<file path="src/rtl/snail_pkg.sv">
// Shared types and constants for the SNAIL serial front end.
package snail_pkg;

  localparam int SNAIL_SER_WIDTH = 8;

  typedef enum logic {
    IDLE  = 1'b0,
    SHIFT = 1'b1
  } snail_ser_state_t;

endpackage

</file>
<file path="src/rtl/snail_serializer_if.sv">
// Word handshake in, serial bit stream out, between a word source and the SNAIL serializer.
interface snail_serializer_if import snail_pkg::*; #(
  parameter int WIDTH = SNAIL_SER_WIDTH
) ();

  logic [WIDTH-1:0] din;
  logic             din_valid;
  logic             din_ready;
  logic             a;
  logic             a_valid;
  logic             busy;

  modport master (
    output din, din_valid,
    input  din_ready, a, a_valid, busy
  );

  modport slave (
    input  din, din_valid,
    output din_ready, a, a_valid, busy
  );

endinterface

</file>
<file path="src/rtl/snail_hold_reg.sv">
// One-entry word buffer with full flag; a simultaneous load and drain keeps it full with the new word.
module snail_hold_reg import snail_pkg::*; #(
  parameter int WIDTH = SNAIL_SER_WIDTH
) (
  input  logic             clk,
  input  logic             reset_n,
  input  logic             load,
  input  logic             drain,
  input  logic [WIDTH-1:0] din,
  output logic             full,
  output logic [WIDTH-1:0] dout
);

  always_ff @(posedge clk or negedge reset_n) begin
    if (!reset_n) begin
      full <= 1'b0;
      dout <= '0;
    end else begin
      if (load) begin
        dout <= din;
        full <= 1'b1;
      end else if (drain) begin
        full <= 1'b0;
      end
    end
  end

endmodule

</file>
<file path="src/rtl/snail_serializer.sv">
// MSB-first parallel-to-serial front end for the SNAIL recogniser.
// Define SNAIL_SER_BUF_EN to add a one-entry holding register for gapless streaming.
//
//   state | meaning
//   IDLE  | no word in flight, line held quiet at 0
//   SHIFT | word in flight, shreg MSB on the line, cnt = bit index
module snail_serializer import snail_pkg::*; #(
  parameter int WIDTH = SNAIL_SER_WIDTH
) (
  input  logic               clk,
  input  logic               reset_n,
  snail_serializer_if.slave  bus
);

  localparam int CW = $clog2(WIDTH);
  localparam logic [CW-1:0] LAST = CW'(WIDTH - 1);

  snail_ser_state_t state, state_nxt;
  logic [WIDTH-1:0] shreg, shreg_nxt;
  logic [CW-1:0]    cnt, cnt_nxt;
  logic             last;
  logic             xfer;
  logic             hold_full;
  logic [WIDTH-1:0] hold_data;

  assign last = (state == SHIFT) && (cnt == LAST);
  assign xfer = bus.din_valid && bus.din_ready;

`ifdef SNAIL_SER_BUF_EN
  logic hold_load;
  logic hold_drain;

  // On the last-bit edge an empty hold is bypassed; a full one drains while taking any new word.
  assign hold_drain    = last && hold_full;
  assign hold_load     = xfer && (state == SHIFT) && (!last || hold_full);
  assign bus.din_ready = reset_n && !hold_full;

  snail_hold_reg #(.WIDTH(WIDTH)) u_hold (
    .clk     (clk),
    .reset_n (reset_n),
    .load    (hold_load),
    .drain   (hold_drain),
    .din     (bus.din),
    .full    (hold_full),
    .dout    (hold_data)
  );
`else
  assign hold_full     = 1'b0;
  assign hold_data     = '0;
  assign bus.din_ready = reset_n && ((state == IDLE) || last);
`endif

  always_ff @(posedge clk or negedge reset_n) begin
    if (!reset_n) begin
      state <= IDLE;
      shreg <= '0;
      cnt   <= '0;
    end else begin
      state <= state_nxt;
      shreg <= shreg_nxt;
      cnt   <= cnt_nxt;
    end
  end

  always_comb begin
    state_nxt = state;
    shreg_nxt = shreg;
    cnt_nxt   = cnt;
    case (state)
      IDLE: begin
        if (xfer) begin
          shreg_nxt = bus.din;
          cnt_nxt   = '0;
          state_nxt = SHIFT;
        end
      end
      SHIFT: begin
        shreg_nxt = shreg << 1;
        cnt_nxt   = cnt + 1'b1;
        if (last) begin
          cnt_nxt = '0;
          if (hold_full) begin
            shreg_nxt = hold_data;
          end else if (xfer) begin
            shreg_nxt = bus.din;
          end else begin
            // The final shift has emptied shreg, so the line is already quiet.
            state_nxt = IDLE;
          end
        end
      end
      default: begin
        state_nxt = IDLE;
        shreg_nxt = '0;
        cnt_nxt   = '0;
      end
    endcase
  end

  assign bus.a       = shreg[WIDTH-1];
  assign bus.a_valid = (state == SHIFT);
  assign bus.busy    = (state == SHIFT) || hold_full;

endmodule

</file>
<file path="src/flat_wrapper.sv">
// flat-port wrapper written by rule: the top's interface ports become plain ports
module snail_serializer_flat import snail_pkg::*;
#(
  parameter int WIDTH = SNAIL_SER_WIDTH
)
  (clk, reset_n, bus_din, bus_din_valid, bus_din_ready, bus_a, bus_a_valid, bus_busy);
  snail_serializer_if #(.WIDTH(WIDTH)) bus_i ();
  input  logic clk;
  input  logic reset_n;
  input wire logic [$bits(bus_i.din)-1:0] bus_din;
  input wire logic [$bits(bus_i.din_valid)-1:0] bus_din_valid;
  output wire logic [$bits(bus_i.din_ready)-1:0] bus_din_ready;
  output wire logic [$bits(bus_i.a)-1:0] bus_a;
  output wire logic [$bits(bus_i.a_valid)-1:0] bus_a_valid;
  output wire logic [$bits(bus_i.busy)-1:0] bus_busy;
  assign bus_i.din = bus_din;
  assign bus_i.din_valid = bus_din_valid;
  assign bus_din_ready = bus_i.din_ready;
  assign bus_a = bus_i.a;
  assign bus_a_valid = bus_i.a_valid;
  assign bus_busy = bus_i.busy;
  snail_serializer #(.WIDTH(WIDTH)) u_core (.clk(clk), .reset_n(reset_n), .bus(bus_i));
endmodule
</file>
<file path="config.mk">
export PLATFORM = sky130hd
export DESIGN_NAME = snail_serializer_flat
export DESIGN_NICKNAME = d
export VERILOG_FILES = /design/src/rtl/snail_pkg.sv /design/src/rtl/snail_serializer_if.sv /design/src/rtl/snail_hold_reg.sv /design/src/rtl/snail_serializer.sv /design/src/flat_wrapper.sv
export SDC_FILE = /design/constraint.sdc
export NUM_CORES = 1
export LEC_CHECK = 0
export CORE_MARGIN = 10
export CORE_UTILIZATION = 43
export CTS_BUF_LIST = sky130_fd_sc_hd__clkbuf_8
export CTS_CLUSTER_DIAMETER = 120
export DETAILED_ROUTE_END_ITERATION = 7
export GPL_TIMING_DRIVEN = 0
export PLACE_DENSITY = 0.66
export SLEW_MARGIN = 15
export SYNTH_ARGS = -nofsm -noshare
export SYNTH_HDL_FRONTEND = slang
export SYNTH_SLANG_ARGS = --single-unit
</file>
<file path="constraint.sdc">
create_clock -name clk -period 1.9 [get_ports clk]
set_input_delay 0.38 -clock clk [delete_from_list [all_inputs] [get_ports clk]]
set_output_delay 0.38 -clock clk [all_outputs]
set_load 0.05 [all_outputs]
</file>
==> results of run 1 <==
-- how the worst min path moves through the flow --
stage,endpoint
CTS,u_core.bus.a_valid$_DFF_PN0_
floorplan,u_core.bus.a_valid$_DFF_PN0_
detailed placement,u_core.cnt[2]$_DFFE_PN0P_
global route,u_core.shreg[6]$_DFFE_PN0P_
global placement,u_core.cnt[1]$_DFFE_PN0P_
finish,u_core.shreg[6]$_DFFE_PN0P_
-- critical path: stages (launching register included) --
cell and delay, ns:
dfrtp_1 0.40, ha_2 0.19, ha_2 0.17, nand2b_4 0.14, and2_1 0.16, buf_6 0.15
-- area by class of cell --
cell class / count / area, um2 / area share [%]
Buffer: 4 / 41.29 / 4.728
Clock buffer: 3 / 41.29 / 4.728
Tap cell: 16 / 20.02 / 2.292
Timing Repair Buffer: 15 / 142.6 / 16.33
Multi-Input combinational cell: 33 / 327.8 / 37.54
Sequential cell: 12 / 300.3 / 34.38
-- what timing repair did --
item | CTS | global route
endpoints found under the setup margin | 10 | 9
gates resized for setup | 11 | 3
cloned | 0 | 0
setup buffers | 1 | 0
-- state kept, by name (all words and copies together) (netlist names) --
| signal | count |
|---|---|
| u_core.shreg | 8 |
| u_core.cnt | 3 |
| u_core.bus.a_valid | 1 |
-- metal layers --
metal | vias to the layer above | GRT usage, % | wire length, um
li1 | 201 | - | -
met1 | 192 | 7.853 | 485
met2 | 13 | 12.01 | 532
met5 | - | 0 | 0
met4 | 0 | 4.918 | 33
met3 | 4 | 5.579 | 115
-- power breakdown --
part	total [mW]	internal [mW]	switching [mW]
combinational	0.738	0.399	0.338
sequential	0.413	0.357	0.0555
clock	0.224	0.139	0.0855
total	1.37	0.896	0.479
-- layout by cell type, fill, tap and decap left out, types with 2 or more instances in the layout --
cell,synthesis,routed
nand3b_1,3,3
mux2_2,7,7
buf_4,1,2
ha_2,0,2
clkbuf_8,0,3
o21ai_0,2,2
nand2_1,6,6
dfrtp_1,12,12
clkdlybuf4s50_1,0,11
buf_6,3,4
mux2_4,8,8
-- cell families after synthesis --
group           after synthesis  share of synthesized area (%)
flops                        12                          45.54
buf+inv                       4                          6.262
compound gates                2                          1.518
fa+ha+maj                     2                          3.794
mux                          15                          30.17
simple gates                 14                          12.71
-- per-stage QoR --
step,power (mW),util [%],setup WS (ns)
after floorplan,0.9779,-,0.2454
after global placement,1.128,55.70,-0.7827
after detailed placement,1.141,55.70,-0.7714
after CTS,1.385,59.27,0.02195
after global routing,1.481,59.35,0.01572
final,1.375,59.35,0.08284
==> results.md, run 1 <==
- Clk pin slew, worst setup/hold paths: approximately 0.050 ns
- Initial core utilization: between 40% and 50%
- Crit path time final: 1.817 ns
- Filler cells: 139
- Mapped Nets: 62
- CTS Hold Buffers Added: 0
- Total gr overflow: 0
- Avg Cell Area, Syn: around 13 um2
- Worst hold path type: in2async
- Reg-to-reg startpoint: u_core.cnt[0]$_DFFE_PN0P_
- Vias per cell: approximately 4.9
- DR iter-0 viols: 0
- I/O pin count: 15
- Post-synth EDFFs: 0
- Leak: between 0.4 and 0.5 nW
- Top post-synthesis cells by count: dfrtp_1, mux2_4, mux2_2
- CP Class: reg2out
- ANT nets after route: 0
- Count leader, synth: dfrtp_1
- CP Max Fanout: 3
- Startpoint type of the worst setup path: flip-flop
- Setup violations, final: 0
- Clock latency on the worst-skew pair: roughly 0.24 ns
- Max cap viols: 0
- CTS sink cnt: 12
- Drt wl/cell: approximately 14 um
- Layout cell share with drive strength beyond 1: between 40% and 50%
- GPL Wtd Cong: approximately 0.66
- Required time of the worst setup path: between 1.5 and 2 ns
- DP HPWL: between 800 and 900 um
- Post-route setup TNS: 0 ns
- Nets: 82
- DR vias: between 400 and 500
- Pwr dens: approximately 1600 mW/mm2
- YS warnings: 0
- Hold_ws: between 0.02 and 0.03 ns
- CTS tree: yes
- GRT Util Overall: 7.991%
- Largest net degree at the start of global routing: 15
- Maximum operating frequency: between 500 and 600 MHz
- Tcrit/Tclk final: a little over nine tenths
- Chip height: 59.16 um
- Total CTS buffers: 3
- Critical path arrival: 1.44 ns
- Area of placed instances: between 800 and 900 um2
- Worst slew margin: around 67%
- CP startpoint: u_core.cnt[0]$_DFFE_PN0P_
- FFs w/ async S/R, synth: 100.0%
- Core Region: roughly 0.0015 mm2
- ANT cells: 0
- IO Port Bufs: 14
- First-pass DRT Iterations: 1
- RSZ-0062 raised after global routing: false
- Synth Flop Type: dfrtp_1
- Cells after DPL: around 80
- Top-area cell type share of the netlist area: a little under half
- Status: completed
- DRC viols: 0
- Max clock buf depth: 2
- Die width: 59.16 um
- Sequential area share after synthesis: 45.54%
- R2R cell count: 6
- Die ar.: 0.003500 mm2
- WL final: roughly 1.2 mm
- Critical Path End Type: output port
- Gate Count Post-Synth: approximately 50
- Unique masters post-synth: 14
- Slew Limit Fails: 0
- P&R area growth vs syn: 32.45%
- FF-to-FF setup slack: ~0.32 ns
- Clock root buffer: clkbuf_8
- Leading area contributor after synthesis: dfrtp_1
- First-pass GRT wire length: just over 2 mm
- CP Capture Point: bus_din_ready
- Worst Tran Pin Value: about 0.50 ns
- Clk_skew: between 0.004 and 0.005 ns
- Reg2reg end: u_core.shreg[2]$_DFFE_PN0P_
- Vias in the first global route: ~460
- Initial antenna violation count: 0
- Max VDD drop: 874.5 uV
- Row count: 14
- Final hold vios: 0
- Largest cells by area after synthesis: dfrtp_1, mux2_4, mux2_2, buf_6, ha_1
- Synthesized flop and latch total: 12
- Cell area after layout: just under 900 um2
- Synthesized area: between 600 and 700 um2
- # H-tree levels: 1
- Non-filler cells, final: a little over 80
No activity file was read; power rests on OpenSTA's default activity.
==> run 2: changes to the inputs <==
--- a/config.mk
+++ b/config.mk
@@ -5,7 +5,6 @@
 export SDC_FILE = /design/constraint.sdc
 export NUM_CORES = 1
 export LEC_CHECK = 0
-export CORE_MARGIN = 10
 export CORE_UTILIZATION = 43
 export CTS_BUF_LIST = sky130_fd_sc_hd__clkbuf_8
 export CTS_CLUSTER_DIAMETER = 120
==> results.md, run 2 (synthesis results as in run 1) <==
- Clk pin slew, worst setup/hold paths: 0.05 ns (about the same)
- RSZ-0062 raised after global routing: true
- Total CTS buffers: 3 (unchanged)
- Clock power share: 15.7% (-0.6 points)
- # H-tree levels: 1 (unchanged)
- DR vias: 411 (+0.24%)
- DRC viols: 0 (unchanged)
- CTS tree: yes
- Sequential power share: 29.8% (-0.2 points)
- Vias per cell: 5.012 (+1.5%)
- Commonest cells after routing, fill and taps aside: dfrtp_1, clkdlybuf4s50_1, mux2_4
- DP HPWL: 688.3 um (-19%)
- Max VDD drop: 804.6 uV (-8.0%)
- WL final: 994 um (-15%)
- R2R cell count: 6 (unchanged)
- Clock latency on the worst-skew pair: 0.23 ns (about the same)
- FF-to-FF setup slack: 0.28 ns (-0.04 ns)
- First-pass DRT Iterations: 4 (+3)
- Maximum operating frequency: 541.3 MHz (-1.6%)
- Pre-CTS setup slack: -0.7463 ns (+0.02510 ns)
- Final setup margin: 0.05272 ns (-0.03012 ns)
- GPL Wtd Cong: 0.5669 (-15%)
- Startpoint type of the worst setup path: flip-flop
- Critical Path End Type: output port
- Pwr dens: 1578 mW/mm2 (+0.25%)
- Total gr overflow: 0 (unchanged)
- Hold_ws: 0.04046 ns (+0.01322 ns)
- Drt wl/cell: 12.12 um (-14%)
- Worst slew margin: 66.79% (+0.22 points)
- Nets: 82 (unchanged)
- Critical path arrival: 1.47 ns (+0.03 ns)
- Int Pwr: 917.0 uW (+2.4%)
- Core Region: 0.001366 mm2 (-7.1%)
- Layout cell share with drive strength beyond 1: 44.78% (+1.5 points)
- P&R area growth vs syn: 33.97%
- GRT Util Overall: 15.53% (+7.5 points)
- Initial core utilization: 48.26% (+3.4 points)
- CP Class: reg2out
- Initial antenna violation count: 0 (unchanged)
- Max clock buf depth: 2 (unchanged)
- Max reg flops: 8 (unchanged)
- Die width: 41.16 um (-30%)
- Reg-to-reg startpoint: u_core.cnt[0]$_DFFE_PN0P_
- Comb power frac: 54.5% (+0.8 points)
- Vias in the first global route: 399 (-13%)
- ANT nets after route: 0 (unchanged)
- Reg2reg end: u_core.shreg[0]$_DFFE_PN0P_
- Setup violations, final: 0 (unchanged)
- Slew Limit Fails: 0 (unchanged)
- Leak: 0.4141 nW (+0.88%)
- Switching power: 477.1 uW (-0.49%)
- Row count: 13 (-1)
- DR iter-0 viols: 6 (+6)
- Chip height: 41.16 um (-30%)
- Tcrit/Tclk final: 97.23% (+1.6 points)
- Crit path time final: 1.847 ns (+0.03012 ns)
- Clk_skew: 0.0007854 ns (-0.003661 ns)
- Cells after DPL: 78 (-1.3%)
- Worst hold path type: in2async
- Clock root buffer: clkbuf_8
- Status: completed
- Required time of the worst setup path: 1.52 ns (about the same)
- Cell area after layout: 883.3 um2 (+1.1%)
- Area of placed instances: 818.3 um2 (-0.15%)
- ANT cells: 0 (unchanged)
- Post-route setup TNS: 0 ns (unchanged)
- I/O pin count: 15 (unchanged)
- CTS sink cnt: 12 (unchanged)
- Non-filler cells, final: 82 (-1.2%)
- Largest net degree at the start of global routing: 15 (unchanged)
- CP Max Fanout: 4 (+1)
- Max cap viols: 0 (unchanged)
- Worst Tran Pin Value: 0.4974 ns (-0.002552 ns)
- First-pass GRT wire length: 1.580 mm (-23%)
- Die ar.: 0.001694 mm2 (-52%)
- Final hold vios: 0 (unchanged)
- Largest Register: u_core.shreg
- IO Port Bufs: 14 (unchanged)
- Net Sw Frac: 34.22% (-0.65 points)
- Filler cells: 116 (-17%)
- CTS Hold Buffers Added: 0 (unchanged)
- Commonest non-fill, non-tap cell in the layout: dfrtp_1
## run 2: worst max path at each step
stage	slack (ns)	cells past startpoint	to	start
after floorplan	0.25	3	bus_din_ready	u_core.bus.a_valid$_DFF_PN0_
after global placement	-0.75	3	bus_din_ready	reset_n
after detailed placement	-0.75	3	bus_din_ready	reset_n
after CTS	0.002	5	bus_din_ready	u_core.cnt[0]$_DFFE_PN0P_
after global routing	-0.01	5	bus_din_ready	u_core.cnt[1]$_DFFE_PN0P_
final	0.05	5	bus_din_ready	u_core.cnt[0]$_DFFE_PN0P_
## run 2: per-stage QoR
| stage | power, mW | utilization (%) |
|---|---|---|
| 2_1_floorplan | 0.9779 | - |
| 3_3_place_gp | 1.121 | 59.89 |
| 3_5_place_dp | 1.137 | 59.89 |
| 4_1_cts | 1.386 | 63.64 |
| 5_1_grt | 1.509 | 64.65 |
| 6_report | 1.394 | 64.65 |
## run 2: critical path, stage by stage, from the launching register on
cell	delay (ns)
dfrtp_1	0.39
ha_2	0.19
ha_4	0.17
nand2b_2	0.18
and2_4	0.16
buf_6	0.14
## run 2: repair_timing
action	CTS	global route
buffers inserted	1	0
resized for setup	9	6
endpoints found under the setup margin	9	10
cloned	0	0
pin swaps	0	1
## run 2: cell type report
class	instances	area, um2	share of cell area, %
clock buffer	3	41.29	4.674
multi-input combinational	33	335.3	37.96
timing repair buffer	15	146.4	16.57
sequential	12	300.3	33.99
buffer	4	41.29	4.674
tap	15	18.77	2.125
## run 2: layer usage
metal / wire length (um) / GRT usage [%] / vias up / share of wire (%)
li1: - / - / 205 / -
met1: 472 / 18.03 / 191 / 47
met2: 466 / 24.61 / 13 / 47
met3: 49 / 6.522 / 2 / 4.9
met4: 6 / 7.258 / 0 / 0.60
met5: 0 / 0 / - / 0
## run 2: power by group through the flow
stage	combinational (mW)	sequential, mW	clock (mW)
3_5_place_dp	0.723	0.414	0
5_1_grt	0.832	0.432	0.245
6_report	0.760	0.415	0.219
2_1_floorplan	0.510	0.468	0
3_3_place_gp	0.709	0.412	0
4_1_cts	0.749	0.409	0.228
